<file path="src/rtl/add_result_fifo_pkg.sv">
// -----------------------------------------------------------------------------
// add_result_fifo_pkg
// Shared definitions for the adder result buffer: flag bit positions inside
// the packed 4-bit flag field, field widths, and the stored entry layout.
// -----------------------------------------------------------------------------
package add_result_fifo_pkg;

  localparam int SUM_W   = 16;
  localparam int FLAG_W  = 4;
  localparam int ENTRY_W = SUM_W + FLAG_W;  // 20

  // Bit positions inside the packed flag field {overflow, parity, zero, cout}.
  localparam int FLAG_COUT   = 0;
  localparam int FLAG_ZERO   = 1;
  localparam int FLAG_PARITY = 2;
  localparam int FLAG_OVF    = 3;

  // One buffered result; sum occupies the upper bits of the stored word.
  typedef struct packed {
    logic [SUM_W-1:0]  sum;
    logic [FLAG_W-1:0] flags;
  } entry_t;

  // Pack the four adder flags into the shared flag layout.
  function automatic logic [FLAG_W-1:0] pack_flags(input logic cout,
                                                   input logic zero,
                                                   input logic parity,
                                                   input logic overflow);
    logic [FLAG_W-1:0] f;
    f              = '0;
    f[FLAG_COUT]   = cout;
    f[FLAG_ZERO]   = zero;
    f[FLAG_PARITY] = parity;
    f[FLAG_OVF]    = overflow;
    return f;
  endfunction

endpackage

</file>
<file path="src/rtl/add_result_fifo_if.sv">
// -----------------------------------------------------------------------------
// add_result_fifo_if
// Bundles the upstream push side, downstream pop side and status/sticky
// signals of add_result_fifo.
//   master : the environment (drives in_valid/sum/flags, out_ready, clr_sticky)
//   slave  : the buffer (drives in_ready, out_*, level, sticky_flags, ovf_count)
// -----------------------------------------------------------------------------
interface add_result_fifo_if #(
  parameter int DEPTH = 4,
  parameter int CNT_W = 8
) ();
  import add_result_fifo_pkg::*;

  localparam int LVL_W = $clog2(DEPTH) + 1;

  // Push side
  logic              in_valid;
  logic              in_ready;
  logic [SUM_W-1:0]  sum;
  logic              cout;
  logic              zero;
  logic              parity;
  logic              overflow;
  // Pop side
  logic              out_valid;
  logic              out_ready;
  logic [SUM_W-1:0]  out_sum;
  logic [FLAG_W-1:0] out_flags;
  // Status
  logic [LVL_W-1:0]  level;
  logic [FLAG_W-1:0] sticky_flags;
  logic              clr_sticky;
  logic [CNT_W-1:0]  ovf_count;

  modport master (
    output in_valid, sum, cout, zero, parity, overflow, out_ready, clr_sticky,
    input  in_ready, out_valid, out_sum, out_flags, level, sticky_flags, ovf_count
  );

  modport slave (
    input  in_valid, sum, cout, zero, parity, overflow, out_ready, clr_sticky,
    output in_ready, out_valid, out_sum, out_flags, level, sticky_flags, ovf_count
  );

endinterface

</file>
<file path="src/rtl/add_result_fifo_res_fifo.sv">
// -----------------------------------------------------------------------------
// res_fifo
// Width/depth parameterised storage with write/read pointers and an occupancy
// counter. Full/empty come from the level counter, so equal pointers are
// never ambiguous. The head word is read straight from registered storage,
// giving one cycle from push to visibility and no empty bypass.
// Ports:
//   clk, rst       clock, asynchronous active-high reset
//   i_wr_valid     write request      o_wr_ready  level != DEPTH
//   i_wr_data      word to store
//   o_rd_valid     level != 0         i_rd_ready  consumer takes head
//   o_rd_data      head word          o_level     current occupancy
// -----------------------------------------------------------------------------
module res_fifo #(
  parameter int W     = 20,
  parameter int DEPTH = 4,
  parameter int LVL_W = $clog2(DEPTH) + 1
) (
  input  logic             clk,
  input  logic             rst,
  input  logic             i_wr_valid,
  output logic             o_wr_ready,
  input  logic [W-1:0]     i_wr_data,
  output logic             o_rd_valid,
  input  logic             i_rd_ready,
  output logic [W-1:0]     o_rd_data,
  output logic [LVL_W-1:0] o_level
);

  localparam int PTR_W = $clog2(DEPTH);

  logic [W-1:0]     r_mem [DEPTH];
  logic [PTR_W-1:0] r_wr_ptr;
  logic [PTR_W-1:0] r_rd_ptr;
  logic [LVL_W-1:0] r_level;

  logic w_push;
  logic w_pop;

  // Handshake qualifiers depend only on registered level.
  assign o_wr_ready = (r_level != LVL_W'(DEPTH));
  assign o_rd_valid = (r_level != '0);
  assign w_push     = i_wr_valid && o_wr_ready;
  assign w_pop      = i_rd_ready && o_rd_valid;

  assign o_rd_data  = r_mem[r_rd_ptr];
  assign o_level    = r_level;

  always_ff @(posedge clk or posedge rst) begin
    if (rst) begin
      r_wr_ptr <= '0;
      r_rd_ptr <= '0;
      r_level  <= '0;
      for (int i = 0; i < DEPTH; i++) begin
        r_mem[i] <= '0;
      end
    end else begin
      if (w_push) begin
        r_mem[r_wr_ptr] <= i_wr_data;
        // DEPTH is a power of two, so natural overflow is the modulo wrap.
        r_wr_ptr        <= r_wr_ptr + PTR_W'(1);
      end
      if (w_pop) begin
        r_rd_ptr <= r_rd_ptr + PTR_W'(1);
      end
      case ({w_push, w_pop})
        2'b10:   r_level <= r_level + LVL_W'(1);
        2'b01:   r_level <= r_level - LVL_W'(1);
        default: r_level <= r_level;
      endcase
    end
  end

endmodule

</file>
<file path="src/rtl/add_result_fifo.sv">
// -----------------------------------------------------------------------------
// add_result_fifo
// Buffers adder results {sum, flags} in a small FIFO and keeps running
// statistics over every accepted entry: an OR-accumulated sticky flag field
// and a saturating count of entries that carried overflow.
// Ports:
//   clk          rising-edge clock
//   rst          asynchronous active-high reset
//   bus (slave)  push side (in_valid/in_ready/sum/flags), pop side
//                (out_valid/out_ready/out_sum/out_flags), level,
//                sticky_flags, clr_sticky, ovf_count
// -----------------------------------------------------------------------------
module add_result_fifo
  import add_result_fifo_pkg::*;
#(
  parameter int DEPTH = 4,
  parameter int CNT_W = 8
) (
  input  logic              clk,
  input  logic              rst,
  add_result_fifo_if.slave  bus
);

  localparam int               LVL_W   = $clog2(DEPTH) + 1;
  localparam logic [CNT_W-1:0] CNT_MAX = '1;

  entry_t            w_wr_entry;
  entry_t            w_rd_entry;
  logic              w_push;
  logic [FLAG_W-1:0] w_in_flags;

  logic [FLAG_W-1:0] r_sticky;
  logic [CNT_W-1:0]  r_ovf_cnt;

  assign w_in_flags       = pack_flags(bus.cout, bus.zero, bus.parity, bus.overflow);
  assign w_wr_entry.sum   = bus.sum;
  assign w_wr_entry.flags = w_in_flags;

  res_fifo #(
    .W     (ENTRY_W),
    .DEPTH (DEPTH),
    .LVL_W (LVL_W)
  ) u_res_fifo (
    .clk        (clk),
    .rst        (rst),
    .i_wr_valid (bus.in_valid),
    .o_wr_ready (bus.in_ready),
    .i_wr_data  (w_wr_entry),
    .o_rd_valid (bus.out_valid),
    .i_rd_ready (bus.out_ready),
    .o_rd_data  (w_rd_entry),
    .o_level    (bus.level)
  );

  assign bus.out_sum   = w_rd_entry.sum;
  assign bus.out_flags = w_rd_entry.flags;

  // Same qualification the storage uses for its own write.
  assign w_push = bus.in_valid && bus.in_ready;

  always_ff @(posedge clk or posedge rst) begin
    if (rst) begin
      r_sticky  <= '0;
      r_ovf_cnt <= '0;
    end else if (bus.clr_sticky) begin
      // Clear first, then a same-cycle push lands on the cleared state.
      r_sticky  <= w_push ? w_in_flags : '0;
      r_ovf_cnt <= (w_push && w_in_flags[FLAG_OVF]) ? CNT_W'(1) : '0;
    end else if (w_push) begin
      r_sticky <= r_sticky | w_in_flags;
      if (w_in_flags[FLAG_OVF] && (r_ovf_cnt != CNT_MAX)) begin
        r_ovf_cnt <= r_ovf_cnt + CNT_W'(1);
      end
    end
  end

  assign bus.sticky_flags = r_sticky;
  assign bus.ovf_count    = r_ovf_cnt;

endmodule

</file>
<file path="src/flat_wrapper.sv">
// flat-port wrapper written by rule: the top's interface ports become plain ports
module add_result_fifo_flat import add_result_fifo_pkg::*;
#(
  parameter int DEPTH = 4,
  parameter int CNT_W = 8
)
  (clk, rst, bus_in_valid, bus_sum, bus_cout, bus_zero, bus_parity, bus_overflow, bus_out_ready, bus_clr_sticky, bus_in_ready, bus_out_valid, bus_out_sum, bus_out_flags, bus_level, bus_sticky_flags, bus_ovf_count);
  add_result_fifo_if #(.DEPTH(DEPTH), .CNT_W(CNT_W)) bus_i ();
  input  logic clk;
  input  logic rst;
  input wire logic [$bits(bus_i.in_valid)-1:0] bus_in_valid;
  input wire logic [$bits(bus_i.sum)-1:0] bus_sum;
  input wire logic [$bits(bus_i.cout)-1:0] bus_cout;
  input wire logic [$bits(bus_i.zero)-1:0] bus_zero;
  input wire logic [$bits(bus_i.parity)-1:0] bus_parity;
  input wire logic [$bits(bus_i.overflow)-1:0] bus_overflow;
  input wire logic [$bits(bus_i.out_ready)-1:0] bus_out_ready;
  input wire logic [$bits(bus_i.clr_sticky)-1:0] bus_clr_sticky;
  output wire logic [$bits(bus_i.in_ready)-1:0] bus_in_ready;
  output wire logic [$bits(bus_i.out_valid)-1:0] bus_out_valid;
  output wire logic [$bits(bus_i.out_sum)-1:0] bus_out_sum;
  output wire logic [$bits(bus_i.out_flags)-1:0] bus_out_flags;
  output wire logic [$bits(bus_i.level)-1:0] bus_level;
  output wire logic [$bits(bus_i.sticky_flags)-1:0] bus_sticky_flags;
  output wire logic [$bits(bus_i.ovf_count)-1:0] bus_ovf_count;
  assign bus_i.in_valid = bus_in_valid;
  assign bus_i.sum = bus_sum;
  assign bus_i.cout = bus_cout;
  assign bus_i.zero = bus_zero;
  assign bus_i.parity = bus_parity;
  assign bus_i.overflow = bus_overflow;
  assign bus_i.out_ready = bus_out_ready;
  assign bus_i.clr_sticky = bus_clr_sticky;
  assign bus_in_ready = bus_i.in_ready;
  assign bus_out_valid = bus_i.out_valid;
  assign bus_out_sum = bus_i.out_sum;
  assign bus_out_flags = bus_i.out_flags;
  assign bus_level = bus_i.level;
  assign bus_sticky_flags = bus_i.sticky_flags;
  assign bus_ovf_count = bus_i.ovf_count;
  add_result_fifo #(.DEPTH(DEPTH), .CNT_W(CNT_W)) u_core (.clk(clk), .rst(rst), .bus(bus_i));
endmodule
</file>
<file path="config.mk">
export PLATFORM = sky130hd
export DESIGN_NAME = add_result_fifo_flat
export DESIGN_NICKNAME = d
export VERILOG_FILES = /design/src/rtl/add_result_fifo_pkg.sv /design/src/rtl/add_result_fifo_if.sv /design/src/rtl/add_result_fifo_res_fifo.sv /design/src/rtl/add_result_fifo.sv /design/src/flat_wrapper.sv
export SDC_FILE = /design/constraint.sdc
export NUM_CORES = 1
export LEC_CHECK = 0
export CAP_MARGIN = 40
export CORE_MARGIN = 3
export CORE_UTILIZATION = 35
export DETAILED_ROUTE_END_ITERATION = 8
export GPL_ROUTABILITY_DRIVEN = 0
export HOLD_SLACK_MARGIN = 0.1
export MAX_ROUTING_LAYER = met4
export PLACE_DENSITY_LB_ADDON = 0.2
export SYNTH_ARGS = -nofsm -noshare
export SYNTH_HDL_FRONTEND = slang
export SYNTH_SLANG_ARGS = --single-unit
export TNS_END_PERCENT = 1
</file>
<file path="constraint.sdc">
create_clock -name clk -period 3.96 [get_ports clk]
set_clock_uncertainty 0.15 [all_clocks]
set_input_delay 0.792 -clock clk [delete_from_list [all_inputs] [get_ports clk]]
set_output_delay 0.792 -clock clk [all_outputs]
set_load 0.03 [all_outputs]
</file>
; ---- Yosys cells after proc, flatten, opt, wreduce, memory -nomap -nowiden
; Index checks and enable logic that the tools add are counted.
[word_totals]
regBits = 99
inputBits = 25
[classes]
add_sub_neg = 5
magnitude_cmp = 3
eq_ne = 4
mux = 14
bitwise_logic = 3
reduce_logical = 10
[ops]
columns = operator, n
row1 = 80-bit bitwise mux, 1
row2 = 20-bit 2-to-1 mux, 3
row3 = 20-bit binary-select mux with 2-bit select, 1
row4 = 20-bit demux with 2-bit select, 1
row5 = 8-bit 2-to-1 mux, 3
row6 = 4-bit 2-to-1 mux, 3
row7 = "8-bit by 1-bit adder with 8-bit output, second input constant", 1
row8 = "8-bit inequality test, second input constant", 1
row9 = "3-bit greater-or-equal comparator, second input constant", 2
row10 = 2-bit inverter with 3-bit output, 2
row11 = 3-bit one-hot mux with 2 select lines, 1
row12 = 2-bit nonzero test, 3
row13 = 1-bit logical AND, 5
row14 = "2-bit by 1-bit adder with 2-bit output, second input constant", 2
row15 = 4-bit OR, 1
row16 = "3-bit by 1-bit adder with 3-bit output, second input constant", 1
row17 = "3-bit by 1-bit less-than comparator with 1-bit output, second input constant", 1
row18 = "3-bit inequality test, second input constant", 1
row19 = 3-bit nonzero test, 1
row20 = "3-bit by 1-bit subtractor with 3-bit output, second input constant", 1
row21 = "2-bit by 1-bit == test with 1-bit output, second input constant", 1
row22 = "2-bit == test, second input constant", 1
row23 = 2-bit AND reduction, 1
row24 = 1-bit 2-to-1 mux, 1

; ---- Logic depth before layout (Yosys ltp)
; Gate-level depths: netlist (run 1).
[depth]
word_depth = 6
mapped_depth = 10
ltp_nobuf = 9

; ---- By module
; Synthesis (run 1) repeated with hierarchy kept, for this count alone.
[unflattened]
hier_cells = 294
area_unflattened_um2 = 4892.2
[by_module_without_submodules]
columns = module, instances, cells_each, area_per_inst_um2, seq_area_each_um2
row1 = res_fifo, 1, 230, 4279.1, 2177.1
row2 = add_result_fifo, 1, 64, 613.1, 300.3

; ---- Least setup slack after synthesis (run 1)
; No wires, ideal clock.
[synth_path]
path_type = flip-flop to flip-flop
from = reg u_core.u_res_fifo.r_level[0], in the netlist u_core.u_res_fifo.o_level[0]
to = reg u_core.u_res_fifo.r_level[2], in the netlist u_core.u_res_fifo.o_level[2]
setup_ns = 0.080
arrival_ns = 2.375
path_slack_ns = 1.355
path_stages_with_launch = 11
n_path_buf = 1
period_less_slack_ns = 2.605
cell_sequence = dfrtp_1 > or3b_4 > and2_4 > buf_12 > inv_1 > ha_1 > inv_1 > fa_1 > xor2_1 > nor2_1 > xor2_1
[synth_via]
elab_chain_cells = 4
[synth_lines]
columns = element, line_no
row1 = from (decl), add_result_fifo_res_fifo.sv:35  ; logic [LVL_W-1:0] r_level;
row2 = from (signal assigned), add_result_fifo_res_fifo.sv:67  ; 2'b10: r_level <= r_level + LVL_W'(1);
row3 = from (signal assigned), add_result_fifo_res_fifo.sv:68  ; 2'b01: r_level <= r_level - LVL_W'(1);
row4 = from (signal assigned), add_result_fifo_res_fifo.sv:69  ; default: r_level <= r_level;
row5 = 3-bit inequality test (*), add_result_fifo_res_fifo.sv:41  ; assign o_wr_ready = (r_level != LVL_W'(DEPTH));
row6 = net bus_in_ready, flat_wrapper.sv:19  ; output wire logic [$bits(bus_i.in_ready)-1:0] bus_in_ready;
row7 = 1-bit logical AND (*), add_result_fifo_res_fifo.sv:43  ; assign w_push = i_wr_valid && o_wr_ready;
row8 = 2-bit by 1-bit == test with 1-bit output / 2-bit == test (equally long branches), add_result_fifo_res_fifo.sv:66  ; case ({w_push, w_pop})
row9 = 3-bit one-hot mux with 2 select lines / 2-bit nonzero test (equally long branches), -
; The timed path passes the listed nets; every way through them passes the cells marked *.
; A chain may end at the register's enable or synchronous reset.

; ---- Final worst setup path (run 1)
[layout_path]
from = reg u_core.u_res_fifo.r_rd_ptr[0]
to = out bus_out_sum[12]
[layout_via]
elab_chain_cells = 4
[layout_lines]
columns = element, line_no
row1 = from (decl), add_result_fifo_res_fifo.sv:34  ; logic [PTR_W-1:0] r_rd_ptr;
row2 = from (signal assigned), add_result_fifo_res_fifo.sv:64  ; r_rd_ptr <= r_rd_ptr + PTR_W'(1);
row3 = 2-bit inverter with 3-bit output (implied by the code), add_result_fifo_res_fifo.sv:46  ; assign o_rd_data = r_mem[r_rd_ptr];
row4 = 20-bit binary-select mux with 2-bit select, add_result_fifo_res_fifo.sv:46
row5 = 20-bit 2-to-1 mux (implied by the code) (2 in a row), add_result_fifo_res_fifo.sv:46
row6 = to (decl), flat_wrapper.sv:21  ; output wire logic [$bits(bus_i.out_sum)-1:0] bus_out_sum;
; No other way between the ends. The select of a mux whose other input is x is not followed.

==> results.toml, run 1 <==
[status]
status = "complete, no violations"

[logic_synthesis]
synth_seq_cells = 99
synth.avg_cell_area_sq_um = 16.1
synth-edff-count = 0
ys_warn_count = 0
syn_area_sq_um = 4830
ys_seq_area_share_pct = 51.3
async_reset_ff_share_pct = 100
syn_nets = 331
syn_inst = 299
synth_ff_type = "dfrtp_1"
synth_cell_types = 36

[drt]
firstDrtPassIters = 4
drc = 0
routedWlPerCell_microns = 17.5
via_per_inst = 4.88
dr_total_vias = 2634
drtIter0Drc = 154
wirelength_mm = 9.44
ant_nets = 0

[setup_path]
required_ns = 3.02
path_max_fanout = 14
r2r_start = "u_core.u_res_fifo.o_level[0]"
r2r_end = "u_core.u_res_fifo.o_level[2]"
cp-start-kind = "flip-flop"
r2r_slack_ns = 1.47
worstPathCellList = "buf_4 -> mux4_2 -> clkdlybuf4s50_1"
slowest_stage = "clkdlybuf4s50_1"
cp.arrival_ns = 2.15
crit_type = "reg2out"
end_kind = "output port"
slowest_delay_ns = 0.61
rr_worst_depth = 9

[timing]
tns_ns = 0
relSlewSlack_pct = 62.3
layout_min_cycle_time_ns = 3.10
fmaxAchievable_ghz = 0.323
rsz0062_at_grt = "no"
tightest_slew_ns = 0.565
finalSetupViolCount = 0
fin_crit_sh_pct = 78.2
final-max-slew-violation-count = 0
finalHoldViolCount = 0

[layout]
mostFrequentLayoutCell = "dfrtp_1"
mostFrequentLayoutCells = "99 x dfrtp_1, 61 x clkdlybuf4s50_1, 60 x mux2_4"
fill_cells = 1204
syn_to_final_growth_pct = 20.4
final_cell_area_sq_um = 5810
drive_gt1_share_pct = 34.9
n_antenna_cell = 0
nNetsFinal = 393

[hold_path]
hold-path-cell-count = 1
hold_end = "u_core.u_res_fifo.r_mem[57]"
hold_class = "reg2reg"
hold_start = "u_core.u_res_fifo.r_mem[57]"

[cts]
cts_buffer_depth = 2
htree_levels = 3
postCtsSetupRepairBufs = 0
cts.hold.buffers_added = 0
path_clk_slew_ns = 0.07
numClockSinks = 99
clock-root-buffer = "clkbuf_16"
clk_latency_ns = 0.34
cts_tree = "built"
numCtsBuffers = 9
cts.repair.resized = 0

[die]
start_util_pct = 36.2
core_area_sq_um = 13300
ios = 62
die_y_microns = 123
dieArea_sq_um = 15200
dieWidth_microns = 123
num_rows = 42

[grt]
antenna_found_initial = 0
grt_pass1_wl_mm = 15.4
grt_max_degree = 58
grt_pass1_vias = 2805
track_usage_pct = 13.8
overflow = 0

[place]
post_dp_cell_area_sq_um = 5530
io_buffers = 61
dp.final_hpwl_mm = 5.99

[power_and_ir_drop]
power_density_nw_per_um2 = 903
irDropWorstVdd_uv = 360
p_total_mw = 5.25
cellLeakagePower_nw = 2.60

[flow_run]
cap_violations = 0
==> stage by stage <==
stage          cells  utilization [%]  setup WS [ns]  hold slack, ns
2_1_floorplan    299                -          0.428           0.324
3_3_place_gp     526             41.4           1.19           0.332
3_5_place_dp     526             41.4           1.16           0.340
4_1_cts          540             43.5          0.810           0.357
5_1_grt          540             43.5          0.737           0.368
6_report         540             43.5          0.864           0.354
==> cells in the mapped netlist, drive strengths merged, types with 3 or more instances <==
| cell type | number | area, sq um |
|---|---|---|
| nand2 | 13 | 97.6 |
| nor2 | 3 | 11.3 |
| xnor2 | 3 | 26.3 |
| nand3 | 4 | 20.0 |
| mux4 | 20 | 450 |
| inv | 11 | 41.3 |
| buf | 11 | 165 |
| dfrtp | 99 | 2480 |
| a21oi | 6 | 30.0 |
| clkbuf | 4 | 15.0 |
| o21ai | 8 | 40.0 |
| xor2 | 3 | 26.3 |
| and2 | 4 | 28.8 |
| and3 | 3 | 18.8 |
| mux2 | 81 | 1140 |
| ha | 6 | 75.1 |
| or3 | 3 | 20.0 |
==> worst max-delay path, delay by kind of cell, from the launching register on <==
family   cells  cell delay (ns)
flops        1             0.34
mux          1             0.55
buf+inv      2             0.90
==> layout make-up <==
cell class / instances / area [sq um] / area share [%]
flip-flops and latches: 99 / 2480 / 42.7
multi-input cells: 174 / 2130 / 36.6
repair buffers: 66 / 661 / 11.4
clock buffers: 13 / 270 / 4.65
well taps: 176 / 220 / 3.79
inverters: 11 / 43.8 / 0.754
clock inverters: 1 / 8.76 / 0.151
==> sequential cells by signal, indices dropped and copies added, names as in the netlist <==
name,cells
u_core.bus.ovf_count,8
u_core.bus.sticky_flags,4
u_core.u_res_fifo.o_level,3
u_core.u_res_fifo.r_mem,80
u_core.u_res_fifo.r_rd_ptr,2
u_core.u_res_fifo.r_wr_ptr,2
==> power breakdown <==
part / switching (mW) / total (mW) / internal (mW)
registers: 0.275 / 1.76 / 1.49
clock network: 0.368 / 0.840 / 0.472
logic: 1.17 / 2.64 / 1.48
total: 1.81 / 5.25 / 3.44
==> layer usage <==
metal	GRT usage, %	vias up	part of all wire, %
li1	-	1200	-
met1	18.7	1349	49
met2	19.9	70	45
met3	4.21	15	4.8
met4	4.50	0	1.8
met5	-	-	0
==> worst max path at each step <==
stage,cells past startpoint,end,startpoint,slack [ns]
finish,3,bus_out_sum[12],u_core.u_res_fifo.r_rd_ptr[0],0.86
global route,3,bus_out_sum[8],u_core.u_res_fifo.r_rd_ptr[0],0.74
CTS,3,bus_out_sum[12],u_core.u_res_fifo.r_rd_ptr[0],0.81
detailed placement,9,u_core.u_res_fifo.o_level[2],bus_in_valid,1.16
global placement,9,u_core.u_res_fifo.o_level[2],bus_in_valid,1.19
floorplan,1,u_core.bus.ovf_count[0],rst,0.43
==> cell families after synthesis <==
group / synth area share (%)
xor+xnor: 1.09
compound gates: 2.44
mux: 33.1
fa+ha+maj: 1.97
flops: 51.3
buf+inv: 4.59
simple gates: 5.47
Power figures use the tool's default switching activity.
==> inputs of run 2 (changes only) <==
clock period = 3.05 ns   (was 3.96 ns; I/O delays follow)
==> run 2 against run 1 <==
Against the previous run:
- sequential power up 30%
- via count down 0.38%
- total power up 30%
- worst setup slack worse by 0.75 ns
- highest routed layer unchanged
==> results.toml, run 2 (synthesized netlist as in run 1, its figures left out) <==
[status]
status = "complete, no violations"

[die]
die_y_microns = 123
ios = 62
num_rows = 42
dieArea_sq_um = 15200
start_util_pct = 36.2
core_area_sq_um = 13300
dieWidth_microns = 123

[drt]
ant_nets = 0
drc = 0
routedWlPerCell_microns = 17.7
dr_total_vias = 2624
via_per_inst = 4.83
drtIter0Drc = 168
firstDrtPassIters = 4
wirelength_mm = 9.64

[flow_run]
cap_violations = 0

[power_and_ir_drop]
power_density_nw_per_um2 = 1170
power.switching_mw = 2.35
cellLeakagePower_nw = 2.61
internal_power_mw = 4.47
irDropWorstVdd_uv = 413
switching_share_pct = 34.5
clock_power_share_pct = 15.6
comb_power_share_pct = 50.9
seqPwrFrac_pct = 33.5

[place]
io_buffers = 61
dp.final_hpwl_mm = 5.99
place_ws_ns = 0.390
dp.cells = 527

[timing]
tightest_slew_ns = 0.541
fin_crit_sh_pct = 96.1
finalHoldViolCount = 0
rsz0062_at_grt = "no"
final-max-slew-violation-count = 0
layout_min_cycle_time_ns = 2.93
relSlewSlack_pct = 63.9
worst_slack_ns = 0.119
fmaxAchievable_ghz = 0.341
finalSetupViolCount = 0
tns_ns = 0

[layout]
mostFrequentLayoutCell = "dfrtp_1"
largest_reg_flops = 80
syn_to_final_growth_pct = 20.7
mostFrequentLayoutCells = "98 x dfrtp_1, 61 x clkdlybuf4s50_1, 60 x mux2_4"
final_cells = 543
nNetsFinal = 394
fin_util_pct = 43.6
drive_gt1_share_pct = 35.1
n_antenna_cell = 0
top_register = "u_core.u_res_fifo.r_mem"

[setup_path]
cp.arrival_ns = 2.17
cp-startpoint = "u_core.u_res_fifo.r_rd_ptr[0]"
r2r_start = "u_core.u_res_fifo.o_level[0]"
required_ns = 2.29
end_kind = "output port"
path_max_fanout = 7
cp-start-kind = "flip-flop"
crit_type = "reg2out"

[cts]
cts.repair.resized = 0
numClockSinks = 99
htree_levels = 3
cts_buffer_depth = 2
clock-root-buffer = "clkbuf_16"
clk_latency_ns = 0.34
cts.hold.buffers_added = 0
path_clk_slew_ns = 0.06
numCtsBuffers = 9
postCtsSetupRepairBufs = 0
cts_tree = "built"

[hold_path]
hold_start = "u_core.u_res_fifo.r_mem[50]"
hold_class = "reg2reg"

[grt]
grt_pass1_vias = 2837
overflow = 0
track_usage_pct = 14.2
grt_max_degree = 100
grt_pass1_wl_mm = 15.7
antenna_found_initial = 0
run 2: changes by cell type in the layout (fill, tap and decap cells not counted), sizes merged:
cell / before / now
clkinv: 1 / 2
clkbuf: 13 / 14
inv: 11 / 10
buf: 5 / 6
clkinvlp: 0 / 1
run 2: path summary, 6_finish.rpt:
| path | to | depth (start not counted) | slack [ns] |
|---|---|---|---|
| max reg2reg | u_core.u_res_fifo.o_level[2] | 9 | 0.55 |
| max | bus_out_sum[9] | 3 | 0.12 |
| min | u_core.u_res_fifo.r_mem[50] | 1 | 0.35 |
| min reg2reg | u_core.u_res_fifo.r_mem[50] | 1 | 0.35 |
| max in group asynchronous | u_core.u_res_fifo.r_rd_ptr[0] | 3 | 1.69 |
| min in group asynchronous | u_core.u_res_fifo.r_mem[34] | 3 | 0.62 |
run 2: worst max-delay path, cell delays in order (launching register included):
cell	delay (ns)
dfrtp_2	0.46
buf_4	0.23
mux4_2	0.53
clkdlybuf4s50_1	0.61
run 2: area by class of cell:
cell class / instances / area [sq um]
Clock inverter: 2 / 10.0
Tap cell: 176 / 220
Timing Repair Buffer: 67 / 681
Sequential cell: 99 / 2480
Fill cell: 1226 / 7520
Clock buffer: 14 / 264
Inverter: 11 / 45.0
Multi-Input combinational cell: 174 / 2130
run 2: per-layer routing:
| metal | up-vias | part of all wire [%] | track usage, % |
|---|---|---|---|
| met5 | - | 0 | - |
| met4 | 0 | 1.1 | 3.74 |
| met3 | 10 | 4.0 | 4.35 |
| met2 | 48 | 48 | 21.3 |
| met1 | 1353 | 47 | 18.8 |
| li1 | 1213 | - | - |
run 2: power groups by stage:
stage | Combinational, mW | Sequential (mW) | Clock [mW]
floorplan | 2.60 | 2.25 | 0
global placement | 3.51 | 2.28 | 0
detailed placement | 3.53 | 2.30 | 0
CTS | 3.54 | 2.29 | 1.11
global route | 3.69 | 2.38 | 1.17
finish | 3.47 | 2.29 | 1.06
run 2: stage by stage:
step	total power [mW]	instance area [sq um]	hold slack, ns
finish	6.83	5830	0.355
global route	7.24	5830	0.368
CTS	6.94	5830	0.357
detailed placement	5.83	5550	0.340
global placement	5.79	5550	0.333
floorplan	4.85	4830	0.324
